**config.mk**
```make
export PLATFORM = sky130hd
export DESIGN_NAME = seven_seg_scan
export DESIGN_NICKNAME = d
export VERILOG_FILES = /design/src/rtl/seven_seg_pkg.sv /design/src/rtl/seven_seg_scan_timer.sv /design/src/rtl/seven_seg_scan.sv
export SDC_FILE = /design/constraint.sdc
export NUM_CORES = 1
export LEC_CHECK = 0
export BUFFER_PORTS_ARGS = -buffer_cell sky130_fd_sc_hd__buf_4
export CAP_MARGIN = 40
export CORE_MARGIN = 8
export CORE_UTILIZATION = 60
export CTS_BUF_LIST = sky130_fd_sc_hd__clkbuf_4 sky130_fd_sc_hd__clkbuf_8
export CTS_CLUSTER_DIAMETER = 150
export DETAILED_ROUTE_END_ITERATION = 6
export GPL_TIMING_DRIVEN = 0
export PLACE_DENSITY = 0.82
export SETUP_SLACK_MARGIN = 0.3
export SYNTH_ARGS = -nofsm -noshare
export SYNTH_HDL_FRONTEND = slang
export SYNTH_SLANG_ARGS = --single-unit
```
**constraint.sdc**
```tcl
create_clock -name clk -period 2.5 [get_ports clk]
set_input_delay 0.375 -clock clk [delete_from_list [all_inputs] [get_ports clk]]
set_output_delay 0.375 -clock clk [all_outputs]
set_load 0.01 [all_outputs]
```
**src/rtl/seven_seg_pkg.sv**
```systemverilog
// Shared constants for the seven-segment scanner: active-low glyphs (bit7 = DP,
// bits 6..0 = g..a) and a hex-to-glyph helper for upstream decoders.
package seven_seg_pkg;

  localparam logic [7:0] SEG_BLANK = 8'hFF;
  localparam logic [7:0] SEG_NA    = 8'hFE;

  localparam logic [7:0] SEG_0 = 8'hC0;
  localparam logic [7:0] SEG_1 = 8'hF9;
  localparam logic [7:0] SEG_2 = 8'hA4;
  localparam logic [7:0] SEG_3 = 8'hB0;
  localparam logic [7:0] SEG_4 = 8'h99;
  localparam logic [7:0] SEG_5 = 8'h92;
  localparam logic [7:0] SEG_6 = 8'h82;
  localparam logic [7:0] SEG_7 = 8'hF8;
  localparam logic [7:0] SEG_8 = 8'h80;
  localparam logic [7:0] SEG_9 = 8'h90;

  // Values above 9 have no decimal glyph and map to the "not available" mark.
  function automatic logic [7:0] seg_digit(input logic [3:0] value);
    logic [7:0] glyph;
    case (value)
      4'd0:    glyph = SEG_0;
      4'd1:    glyph = SEG_1;
      4'd2:    glyph = SEG_2;
      4'd3:    glyph = SEG_3;
      4'd4:    glyph = SEG_4;
      4'd5:    glyph = SEG_5;
      4'd6:    glyph = SEG_6;
      4'd7:    glyph = SEG_7;
      4'd8:    glyph = SEG_8;
      4'd9:    glyph = SEG_9;
      default: glyph = SEG_NA;
    endcase
    return glyph;
  endfunction

endpackage

```
**src/rtl/seven_seg_scan_timer.sv**
```systemverilog
// Scan timebase: slot prescaler, digit index and free-running frame counter.
module seven_seg_scan_timer #(
  parameter int N_DIGITS   = 4,
  parameter int PRESCALE_W = 16,
  parameter int BLINK_W    = 6,
  parameter int DIGIT_W    = (N_DIGITS > 1) ? $clog2(N_DIGITS) : 1
) (
  input  logic                  clk,
  input  logic                  rstn,
  output logic [PRESCALE_W-1:0] cnt,
  output logic [DIGIT_W-1:0]    digit,
  output logic                  slot_end,
  output logic                  frame_end,
  output logic                  blink_phase
);

  localparam logic [DIGIT_W-1:0] LAST_DIGIT = DIGIT_W'(N_DIGITS - 1);

  logic [BLINK_W-1:0] frame_cnt;

  assign slot_end    = &cnt;
  assign frame_end   = slot_end && (digit == LAST_DIGIT);
  assign blink_phase = frame_cnt[BLINK_W-1];

  always_ff @(posedge clk or negedge rstn) begin
    if (!rstn) begin
      cnt       <= '0;
      digit     <= '0;
      frame_cnt <= '0;
    end else begin
      cnt <= cnt + 1'b1;
      if (slot_end) begin
        digit <= (digit == LAST_DIGIT) ? '0 : digit + 1'b1;
      end
      if (frame_end) begin
        frame_cnt <= frame_cnt + 1'b1;
      end
    end
  end

endmodule

```
**src/rtl/seven_seg_scan.sv**
```systemverilog
// Time-multiplexed common-anode scanner with double-buffered glyph load,
// PWM brightness, per-digit blink, global enable and an anti-ghost dark cycle.
module seven_seg_scan
  import seven_seg_pkg::*;
#(
  parameter int N_DIGITS   = 4,
  parameter int PRESCALE_W = 16,
  parameter int BRIGHT_W   = 3,
  parameter int BLINK_W    = 6
) (
  input  logic                  clk,
  input  logic                  rstn,
  input  logic                  load_valid,
  output logic                  load_ready,
  input  logic [8*N_DIGITS-1:0] load_segs,
  input  logic [N_DIGITS-1:0]   blink_en,
  input  logic [BRIGHT_W-1:0]   brightness,
  input  logic                  disp_en,
  output logic [7:0]            seven_seg,
  output logic [N_DIGITS-1:0]   anode,
  output logic                  frame_done
);

  localparam int DIGIT_W = (N_DIGITS > 1) ? $clog2(N_DIGITS) : 1;

  logic [PRESCALE_W-1:0] cnt;
  logic [DIGIT_W-1:0]    digit;
  logic                  slot_end;
  logic                  frame_end;
  logic                  blink_phase;

  logic [8*N_DIGITS-1:0] active;
  logic [8*N_DIGITS-1:0] pending;
  logic                  pending_full;
  logic                  slot_start;
  logic                  accept;
  logic                  lit;
  logic [7:0]            glyph;

  seven_seg_scan_timer #(
    .N_DIGITS   (N_DIGITS),
    .PRESCALE_W (PRESCALE_W),
    .BLINK_W    (BLINK_W),
    .DIGIT_W    (DIGIT_W)
  ) u_timer (
    .clk         (clk),
    .rstn        (rstn),
    .cnt         (cnt),
    .digit       (digit),
    .slot_end    (slot_end),
    .frame_end   (frame_end),
    .blink_phase (blink_phase)
  );

  // Handshake: a load is accepted on any cycle where load_valid && load_ready.
  // load_ready drops while a load waits in pending and returns after the frame
  // end that promotes it; a source seeing ready=0 must hold load_segs/valid.
  assign load_ready = !pending_full;
  assign accept     = load_valid && load_ready;

  // A load accepted on the frame-end cycle bypasses pending so it is shown
  // starting at slot 0 of the very next frame.
  always_ff @(posedge clk or negedge rstn) begin
    if (!rstn) begin
      active       <= {N_DIGITS{SEG_BLANK}};
      pending      <= {N_DIGITS{SEG_BLANK}};
      pending_full <= 1'b0;
    end else if (frame_end) begin
      if (accept) begin
        active <= load_segs;
      end else if (pending_full) begin
        active       <= pending;
        pending_full <= 1'b0;
      end
    end else if (accept) begin
      pending      <= load_segs;
      pending_full <= 1'b1;
    end
  end

  // High exactly while cnt==0: the first cycle of every slot stays dark so the
  // previous digit's segments never bleed onto the next anode.
  always_ff @(posedge clk or negedge rstn) begin
    if (!rstn) begin
      slot_start <= 1'b1;
    end else begin
      slot_start <= slot_end;
    end
  end

  always_comb begin
    lit = disp_en
       && !slot_start
       && (cnt[PRESCALE_W-1 -: BRIGHT_W] <= brightness)
       && !(blink_en[digit] && blink_phase);
    glyph = active[{digit, 3'b000} +: 8];
  end

  always_ff @(posedge clk or negedge rstn) begin
    if (!rstn) begin
      seven_seg  <= SEG_BLANK;
      anode      <= '1;
      frame_done <= 1'b0;
    end else begin
      frame_done <= frame_end;
      if (lit) begin
        seven_seg <= glyph;
        anode     <= ~(N_DIGITS'(1) << digit);
      end else begin
        seven_seg <= SEG_BLANK;
        anode     <= '1;
      end
    end
  end

endmodule

```
; After elaboration in Yosys (flattened, before gate mapping)
; Cells that the tools add are included.
[word_totals]
regBits = 103
out_inout_bits = 14
wordCells = 46
inputBits = 43
[op_classes]
n_eq_ne = 2
shift = 2
n_lt_le_gt_ge = 2
addsub = 3
bitwise = 2
n_mux = 10
reduce_logical = 15
[ops]
columns = op, count
row1 = 2-to-1 mux 32 bit, 2
row2 = indexed part select 32 x 6 -> 8 bit, 1
row3 = "adder 16 x 1 -> 16 bit, second input constant", 1
row4 = AND reduction 16 bit, 1
row5 = 2-to-1 mux 8 bit, 1
row6 = "adder 6 x 1 -> 6 bit, second input constant", 1
row7 = logical AND 1 bit, 6
row8 = AND reduction 2 bit, 3
row9 = 2-to-1 mux 1 bit, 4
row10 = 2-to-1 mux 4 bit, 1
row11 = NOT 4 bit, 1
row12 = nonzero test 2 bit, 2
row13 = "left shift 1 x 2 -> 4 bit, first input constant", 1
row14 = less-or-equal comparator 3 bit, 1
row15 = logical NOT 1 bit, 3
row16 = "< comparator 2 x 3 -> 1 bit, second input constant", 1
row17 = "adder 2 x 1 -> 2 bit, second input constant", 1
row18 = binary-select mux 1 bit (select 2 bit), 1
row19 = "equality test 2 bit, second input constant", 1
row20 = 2-to-1 mux 2 bit, 1
row21 = "inequality test 2 bit, second input constant", 1
row22 = NOT 1 bit, 1

; Depth between registers and ports, before layout
; Gate-level depths: netlist of the first run.
[depth]
word_depth = 6
depth_mapped = 8
ltp_nobuf = 6

; Modules after synthesis
; From an unflattened synthesis of the first run, not the netlist that was laid out.
[hier_totals]
hier_cells = 356
area_unflattened_um2 = 4640.7
[modules_own_cells]
columns = mod, area_per_inst_um2, seq_area_each_um2, n_inst, cells_per_inst
row1 = seven_seg_scan, 3569.7, 2073.2, 1, 269
row2 = seven_seg_scan_timer, 1071.0, 600.6, 1, 87

; Worst setup path before layout of the first run
; No wires, ideal clock.
[synth_path]
kind = register to register
start = register u_timer.cnt[0]
end = register pending[0]
arrival_time_ns = 2.138
stages_incl_launch_ff = 9
path_slack_ns = 0.280
period_less_slack_ns = 2.220
required_ns = 2.418
setup_time_ns = 0.082
cell_sequence = dfrtp_1 ha_1 nand3_1 nor4_4 nand2_1 ha_1 clkbuf_1 buf_1 mux2_2
[synth_via]
elab_chain_cells = 4
[synth_rtl]
columns = element, line_no
row1 = start: declaration, seven_seg_scan_timer.sv:10  ; output logic [PRESCALE_W-1:0] cnt,
row2 = start signal: assignment, seven_seg_scan_timer.sv:31  ; cnt <= cnt + 1'b1;
row3 = AND reduction 16 bit, seven_seg_scan_timer.sv:21  ; assign slot_end = &cnt;
row4 = via slot_end, seven_seg_scan.sv:28  ; logic slot_end;
row5 = logical AND 1 bit, seven_seg_scan_timer.sv:22  ; assign frame_end = slot_end && (digit == LAST_DIGIT);
row6 = NOT 1 bit (no source line), --
row7 = AND reduction 2 bit (no source line), --
row8 = end signal: assignment, seven_seg_scan.sv:66  ; pending <= {N_DIGITS{SEG_BLANK}};
row9 = end signal: assignment, seven_seg_scan.sv:76  ; pending <= load_segs;
row10 = end: declaration, seven_seg_scan.sv:33  ; logic [8*N_DIGITS-1:0] pending;
; The timed path passes the listed nets, and every way through them passes these cells.
; A chain may end at the register's enable or synchronous reset.

; Worst setup path after layout of the first run
[layout_path]
start = register pending_full
end = register pending[31]
[layout_via]
elab_chain_cells = 3
[layout_rtl]
columns = element, line_no
row1 = start: declaration, seven_seg_scan.sv:34  ; logic pending_full;
row2 = start signal: assignment, seven_seg_scan.sv:67  ; pending_full <= 1'b0;
row3 = start signal: assignment, seven_seg_scan.sv:73  ; pending_full <= 1'b0;
row4 = start signal: assignment, seven_seg_scan.sv:77  ; pending_full <= 1'b1;
row5 = logical NOT 1 bit, seven_seg_scan.sv:58  ; assign load_ready = !pending_full;
row6 = logical AND 1 bit, seven_seg_scan.sv:59  ; assign accept = load_valid && load_ready;
row7 = AND reduction 2 bit (no source line), --
; No other way between the ends.

==> out/results.tsv, run 1 <==
metric	value	unit
cp_common_cell	inv_1	
grt_overflow	0	
drive_gt1_frac	0.697	
critPathTopFamily	buffers and inverters	
drc	0	
cts_tree	built	
detail-route-antenna-nets	0	
ys_ff_latch	103	
dp_hpwl	6610	microns
p_leak	2.56	nW
report.final.slew_viol_count	0	
final-hold-violation-count	0	
cp-start-kind	register	
area_growth	17.4	%
grt_pass1_wl	16000	microns
synthCells	318	
grt_use_total	0.181	
fin_cells	498	
nets	441	
relSlewSlack	0.477	
synth_area_per_cell	15.3	sq um
dr.pass1.iters	4	
p_switching	0.621	mW
stdcell_area	5710	sq um
drt-initial-drc-count	62	
clk_latency	0.36	ns
crit_path_end_kind	register	
placed_area	5450	sq um
synth.net_count	371	
ioPinCount	57	
critPathRequiredTime	2.78	ns
placedCellCount	480	
synth_area	4870	sq um
seq_area_frac_synth	0.549	
crit_fanout	10	
clk_pin_slew	0.10	ns
io_buffers	56	
via_count	2764	
path_depth	8	
num_rows	33	
vias_per_cell	5.55	
cpPeakStageDelay	0.41	ns
ys_warn_count	0	
cp.arrival	2.32	ns
clk_path_buf_depth	2	
path_buf_inv	5	
fmax	0.490	GHz
rr_worst_depth	8	
synthDistinctLibCells	29	
crit_chain	inv_1, nand2_1, buf_2, inv_1, ha_1, clkbuf_2, buf_4, mux2_2	
combPwrFrac	0.044	
power.density	519	nW/um^2
swShare	0.210	
antenna_found_initial	0	
rsz0062_at_grt	no	
coreArea	8050	sq um
gp_congestion	0.743	
die_h	106	microns
fin_skew	0.0141	ns
power_frac_clock	0.385	
outcome	finished, final reports clean	
die_x	106	microns
setup_violations	0	
n_antenna_cell	0	
cts-root-buf	clkbuf_8	
cts_inserted_buffers	9	
drv_cap	0	
p_int	2.34	mW
wl	9500	microns
wl_per_cell	19.1	microns
hp-class	input pin to asynchronous set/reset pin	
clock_sinks	103	
grt_pass1_vias	3096	
tightest_slew	0.785	ns
hold_buffers	0	
crit_slowest_cell	dfrtp_1	
fin_tns_setup	0	ns
grt_max_degree	56	
peakVddDrop	0.358	mV
fin_util	0.709	
htree_levels	3	
layout_min_cycle_time	2.04	ns
die_area	11200	sq um
initial_core_util	0.604	
pwr-share-seq	0.570	
fill_cells	542	
fin_crit_sh	0.816	
setup.worst_path.class	register to register	
==> worst reg2reg max path, delay by kind of cell, from the launching register on <==
family	cells	cell delay, ns
muxes	1	0.36
DFF	1	0.41
buffers and inverters	5	0.87
and+or+nand+nor	1	0.21
adders and majority gates	1	0.13
==> cells in the mapped netlist (all sizes together) <==
master / n / area share
nand2: 10 / 0.0077
and3: 4 / 0.0051
buf: 7 / 0.015
o211a: 1 / 0.0036
clkbuf: 6 / 0.0046
nand2b: 9 / 0.012
nor4: 2 / 0.0069
o21ai: 3 / 0.0031
inv: 10 / 0.0077
mux2: 97 / 0.25
a211oi: 1 / 0.0015
nor3: 2 / 0.0021
dfrtp: 26 / 0.13
o21a: 1 / 0.0015
mux2i: 1 / 0.0021
xor2: 7 / 0.013
dfstp: 77 / 0.42
nand4: 6 / 0.011
ha: 10 / 0.026
and4: 1 / 0.0018
nand3: 12 / 0.012
mux4: 9 / 0.042
nor2: 3 / 0.0023
a21oi: 1 / 0.0010
xnor2: 12 / 0.022
==> power groups by stage <==
stage               clock [mW]  sequential [mW]  combinational [mW]
global placement             0             1.72               0.125
detailed placement           0             1.72               0.135
global route              1.23             1.69               0.146
floorplan                    0             1.72              0.0145
CTS                       1.17             1.69               0.135
finish                    1.14             1.69               0.131
==> final cells by class <==
type                    instances  area [sq um]  area share
plain buffers                  13           114      0.0199
multi-input cells             192          2070       0.362
clock inverters                 5          82.6      0.0145
flip-flops and latches        103          2680       0.468
well taps                     105           131      0.0230
repair buffers                 59           463      0.0811
inverters                      10          37.5     0.00657
clock buffers                  11           139      0.0243
==> placed cells by master, fill, tap and decap left out, drive strengths merged, types with 7 or more instances in the layout <==
master / n
dfstp: 77
buf: 67
mux2: 97
ha: 10
xnor2: 12
mux4: 9
nand2b: 9
xor2: 7
nand3: 12
nand2: 10
dfrtp: 26
inv: 10
clkbuf: 16
==> path summary, 6_finish.rpt <==
path,to,slack (ns),startpoint
max in group asynchronous,active[10],1.73,rstn
min reg2reg,u_timer.frame_cnt[4],0.49,u_timer.frame_cnt[4]
max reg2reg,pending[31],0.46,pending_full
max,pending[31],0.46,pending_full
min,u_timer.frame_cnt[0],0.03,rstn
min in group clk,pending[3],0.25,load_segs[3]
==> repair_timing <==
item / in CTS / in global routing
setup buffers: 2 / 0
gates resized for setup: 10 / 6
pin swaps: 1 / 1
setup endpoints to repair: 40 / 63
==> state kept, by name, summed over array words and instances (netlist names) <==
signal	flops
active	32
u_timer.cnt	16
seven_seg	8
slot_start	1
u_timer.frame_cnt	6
pending	32
pending_full	1
frame_done	1
anode	4
u_timer.digit	2
==> stage by stage <==
step | power, mW | worst slack [ns] | hold slack [ns]
3_5_place_dp | 1.85 | -0.102 | 0.445
3_3_place_gp | 1.84 | -0.0307 | 0.466
6_report | 2.96 | 0.459 | 0.0327
4_1_cts | 2.99 | 0.312 | 0.0440
2_1_floorplan | 1.74 | 0.400 | 0.0794
5_1_grt | 3.07 | 0.321 | 0.0654
==> cell families after synthesis <==
family / after synthesis / synth area share
flip-flops: 103 / 0.549
XOR/XNOR: 19 / 0.0342
multiplexers: 107 / 0.291
AND/OR/NAND/NOR: 49 / 0.0607
buffers and inverters: 23 / 0.0278
adder cells (fa/ha/maj): 10 / 0.0257
AO/OA/AOI/OAI: 7 / 0.0108
==> routing by layer <==
layer / wire (microns) / vias up / GRT usage
met5: 0 / - / 0
met1: 4160 / 1432 / 0.227
met2: 4740 / 45 / 0.291
met3: 366 / 16 / 0.0442
met4: 235 / 0 / 0.0844
li1: - / 1271 / -
Note: power is estimated with default switching activity, not from simulation.
==> run 2, diff against run 1 <==
==> constraint.sdc (replaced) <==
create_clock -name clk -period 2.1 [get_ports clk]
set_input_delay 0.315 -clock clk [delete_from_list [all_inputs] [get_ports clk]]
set_output_delay 0.315 -clock clk [all_outputs]
set_load 0.01 [all_outputs]
==> run 2 against run 1 <==
Wire length rose by 10%. Total power rose by 15%. Flip-flop and latch count did not move. Register-to-register slack got worse by 0.32 ns. Final area rose by 7.1%. Cell count rose by 6.0%. Die area did not move. Largest power group unchanged.
==> out/results.tsv, run 2 (synthesis gave the netlist of run 1 again) <==
metric	value	unit
drc	0	
gp_congestion	0.782	
via_count	2891	
drt-initial-drc-count	112	
clk_latency	0.36	ns
reg2reg_to	pending[21]	
io_buffers	56	
cp-start-kind	register	
clk_pin_slew	0.10	ns
nets	471	
vias_per_cell	5.48	
dr.pass1.iters	4	
met3_length	471	microns
n_antenna_cell	0	
rr_worst_depth	7	
htree_levels	3	
crit_slowest_cell	dfrtp_1	
setup_ws	0.139	ns
tightest_slew	0.595	ns
cts-root-buf	clkbuf_8	
wl	10500	microns
die_h	106	microns
ioPinCount	57	
hold_end	pending[12]	
grt_max_degree	66	
crit_fanout	6	
hp-class	input pin to register	
crit_path_end_kind	register	
rsz0062_at_grt	yes	
num_rows	33	
rrSetupSlack	0.14	ns
coreArea	8050	sq um
setup.worst_path.class	register to register	
drive_gt1_frac	0.745	
cp.arrival	2.25	ns
initial_core_util	0.604	
top_regs	active: 32 flops, pending: 32 flops, u_timer.cnt: 16 flops	
clock_sinks	103	
power.density	558	nW/um^2
cp_common_cell	buf_12	
fin_skew	0.00727	ns
outcome	finished, final reports clean	
setup_violations	0	
met2_length	5320	microns
die_x	106	microns
grt_pass1_wl	16600	microns
crit_chain	nand4_1, nor4_4, nand2_2, ha_4, buf_12, buf_12, mux2_4	
top_layer	met4	
grt_overflow	0	
clk_path_buf_depth	2	
whs_path_depth	2	
fin_util	0.760	
peakVddDrop	0.363	mV
mostFrequentLayoutCell	buf_4	
area_growth	25.7	%
pre_cts_ws	-0.0942	ns
detail-route-antenna-nets	0	
final-hold-violation-count	0	
relSlewSlack	0.600	
dp_hpwl	6660	microns
rr_startpoint	u_timer.cnt[15]	
drt-met1-wl	4530	microns
critPathRequiredTime	2.39	ns
report.final.slew_viol_count	0	
die_area	11200	sq um
drv_cap	0	
antenna_found_initial	0	
fmax	0.510	GHz
wl_per_cell	19.9	microns
fin_crit_sh	0.934	
grt_pass1_vias	3215	
final_cell_mix	buf_4 (78), dfstp_2 (77), mux2_2 (65)	
cpPeakStageDelay	0.40	ns
grt_use_total	0.187	
p_leak	2.75	nW
cts_tree	built	
min_from	load_segs[12]	
layout_min_cycle_time	1.96	ns
cts_inserted_buffers	9	
==> run 2: layout make-up <==
type                       instances  area (sq um)
buffer                            13           184
clock buffer                      10           138
clock inverter                     6          58.8
fill                             478          1930
inverter                          10          37.5
multi-input combinational        192          2130
sequential                       103          2680
tap                              105           131
timing repair buffer              89           758
==> run 2: power breakdown <==
group	total, mW	internal, mW	switching, mW
clock network	1.24	0.579	0.665
logic	0.159	0.0793	0.0794
registers	2.01	2.01	0.00294
==> run 2: routing by layer <==
metal / GRT usage / up-vias
met1: 0.236 / 1476
met2: 0.308 / 71
met3: 0.0460 / 18
met4: 0.0613 / 0
met5: 0 / -
li1: - / 1326
==> run 2: worst max-delay path by stage <==
| stage | startpoint | cells after the start | to |
|---|---|---|---|
| global route | u_timer.cnt[8] | 7 | pending[21] |
| detailed placement | u_timer.cnt[0] | 8 | pending[10] |
| floorplan | u_timer.cnt[3] | 7 | pending[0] |
| finish | u_timer.cnt[15] | 7 | pending[21] |
| global placement | u_timer.cnt[0] | 8 | pending[13] |
| CTS | u_timer.cnt[1] | 8 | pending[4] |
==> run 2: worst max-delay path, delay by kind of cell, from the launching register on <==
family | cells | cell delay, ns
muxes | 1 | 0.30
buffers and inverters | 2 | 0.27
DFF | 1 | 0.40
and+or+nand+nor | 3 | 0.73
adders and majority gates | 1 | 0.18
==> run 2: repair_timing <==
item / CTS / global route
cloned: 1 / 1
buffers inserted: 19 / 10
endpoints found under the hold margin: 11 / 0
setup endpoints to repair: 83 / 82
gates resized for setup: 19 / 28
hold buffers: 1 / 0
pin swaps: 5 / 9
==> run 2: through the flow <==
stage	cells	hold WS [ns]	setup TNS, ns	total power, mW	area (sq um)
floorplan	318	0.0194	0	2.07	4910
global placement	479	0.462	-2.06	2.19	5460
detailed placement	480	0.329	-2.91	2.20	5490
CTS	517	0.178	0	3.43	5930
global route	528	0.180	0	3.52	6120
finish	528	0.190	0	3.41	6120
==> run 3, diff against run 2 <==
--- a/config.mk
+++ b/config.mk
@@ -7,10 +7,12 @@
 export LEC_CHECK = 0
 export BUFFER_PORTS_ARGS = -buffer_cell sky130_fd_sc_hd__buf_4
 export CAP_MARGIN = 40
+export CORE_ASPECT_RATIO = 1.5
 export CORE_MARGIN = 8
 export CORE_UTILIZATION = 60
 export CTS_BUF_LIST = sky130_fd_sc_hd__clkbuf_4 sky130_fd_sc_hd__clkbuf_8
 export CTS_CLUSTER_DIAMETER = 150
+export CTS_CLUSTER_SIZE = 16
 export DETAILED_ROUTE_END_ITERATION = 6
 export GPL_TIMING_DRIVEN = 0
 export PLACE_DENSITY = 0.82
==> run 3 against run 2 <==
Core utilization fell by 0.58 points. Sequential share of layout area rose by 0.80 points. Fmax rose by 2.4%. Wire length fell by 9.7%. Die area rose by 0.53%. Critical path type unchanged. Critical endpoint is now active[7].
==> out/results.tsv, run 3 (synthesis gave the netlist of run 1 again) <==
metric	value	unit
outcome	finished, final reports clean	
tightest_slew	0.558	ns
crit_slowest_cell	dfrtp_1	
ioPinCount	57	
die_h	126	microns
final-seq-area	2680	sq um
drive_gt1_frac	0.726	
n_antenna_cell	0	
power.density	620	nW/um^2
cts_inserted_buffers	9	
cts-root-buf	clkbuf_8	
dp_hpwl	6580	microns
fill_cells	480	
clock_sinks	103	
cp.arrival	2.23	ns
die_area	11300	sq um
drc	0	
relSlewSlack	0.625	
fin_util	0.754	
grt_use_total	0.177	
nets	457	
fmax	0.522	GHz
multi_input_area	2100	sq um
final_cell_mix	dfstp_2 (77), buf_4 (70), mux2_2 (66)	
final-hold-violation-count	0	
coreArea	7960	sq um
fin_cells	514	
fin_crit_sh	0.912	
clk_path_buf_depth	2	
setup.worst_path.class	register to register	
initial_core_util	0.611	
crit_fanout	6	
detail-route-antenna-nets	0	
drt-initial-drc-count	100	
cpPeakStageDelay	0.44	ns
critPathRequiredTime	2.41	ns
placedCellCount	480	
wl_per_cell	18.4	microns
area_growth	23.3	%
fin_skew	0.00970	ns
htree_levels	3	
cts_tree	built	
wl	9460	microns
clk_pin_slew	0.10	ns
gp_congestion	0.766	
rsz0062_at_grt	yes	
p_leak	2.70	nW
layout_min_cycle_time	1.92	ns
grt_pass1_vias	3057	
antenna_found_initial	0	
grt_pass1_wl	15000	microns
fin_tns_setup	0	ns
whs	0.173	ns
die_x	89.5	microns
clk_latency	0.38	ns
dr.pass1.iters	4	
crit_chain	nand4_1, nor4_4, buf_4, o211a_4, clkbuf_16, mux2_4	
mostFrequentLayoutCell	dfstp_2	
total_power	3.72	mW
num_rows	40	
crit_path_end_kind	register	
via_count	2808	
drv_cap	0	
report.final.slew_viol_count	0	
io_buffers	56	
vias_per_cell	5.46	
hp-class	input pin to register	
top_regs	active: 32 flops, pending: 32 flops, u_timer.cnt: 16 flops	
grt_overflow	0	
peakVddDrop	0.592	mV
grt_max_degree	72	
setup_violations	0	
cp-start-kind	register	
[run 3: metal layers]
metal	GRT usage	wire, microns	part of all wire	vias to the layer above
met5	0	0	0	-
met2	0.299	5160	0.55	51
met4	0.0797	195	0.021	0
li1	-	-	-	1298
met3	0.0440	363	0.038	18
met1	0.203	3740	0.40	1441
[run 3: final timing paths]
| check | startpoint | to | slack [ns] | cells after the start |
|---|---|---|---|---|
| worst max-delay path | u_timer.cnt[9] | active[7] | 0.18 | 6 |
| max in group asynchronous | rstn | seven_seg[5] | 0.97 | 3 |
| worst max register to register | u_timer.cnt[9] | active[7] | 0.18 | 6 |
| worst min register to register | u_timer.frame_cnt[5] | u_timer.frame_cnt[5] | 0.48 | 1 |
| min in group asynchronous | rstn | u_timer.frame_cnt[3] | 0.42 | 2 |
| worst min-delay path | load_segs[25] | pending[25] | 0.17 | 2 |
[run 3: stage by stage]
| step | area [sq um] | setup slack [ns] |
|---|---|---|
| 5_1_grt | 6000 | 0.106 |
| 4_1_cts | 5910 | 0.200 |
| 2_1_floorplan | 4910 | 0.203 |
| 3_5_place_dp | 5490 | -0.206 |
| 3_3_place_gp | 5460 | -0.154 |
| 6_report | 6000 | 0.184 |
[run 3: what timing repair did]
action / CTS / global route
gates cloned: 0 / 1
pin swaps: 5 / 4
hold buffers: 1 / 0
gates resized for setup: 19 / 9
hold endpoints to repair: 7 / 0
endpoints found under the setup margin: 83 / 75
setup buffers: 10 / 6
[run 3: layout make-up]
cell class                 count  area share
clock inverter                 3      0.0150
tap                          105      0.0219
timing repair buffer          75       0.103
inverter                      10     0.00626
sequential                   103       0.446
clock buffer                  13      0.0277
multi-input combinational    192       0.350
buffer                        13      0.0296
[run 3: where the power goes]
part / internal (mW) / switching [mW] / leakage (nW)
clock: 0.884 / 0.663 / 0.131
sequential: 2.01 / 0.00303 / 1.13
combinational: 0.0791 / 0.0797 / 1.44
total: 2.97 / 0.745 / 2.70
[run 3: critical path, delay by kind of cell (launching register included)]
family | cells | cell delay (ns)
AND/OR/NAND/NOR | 2 | 0.51
flip-flops | 1 | 0.44
buffers and inverters | 2 | 0.35
multiplexers | 1 | 0.29
AO/OA/AOI/OAI | 1 | 0.25
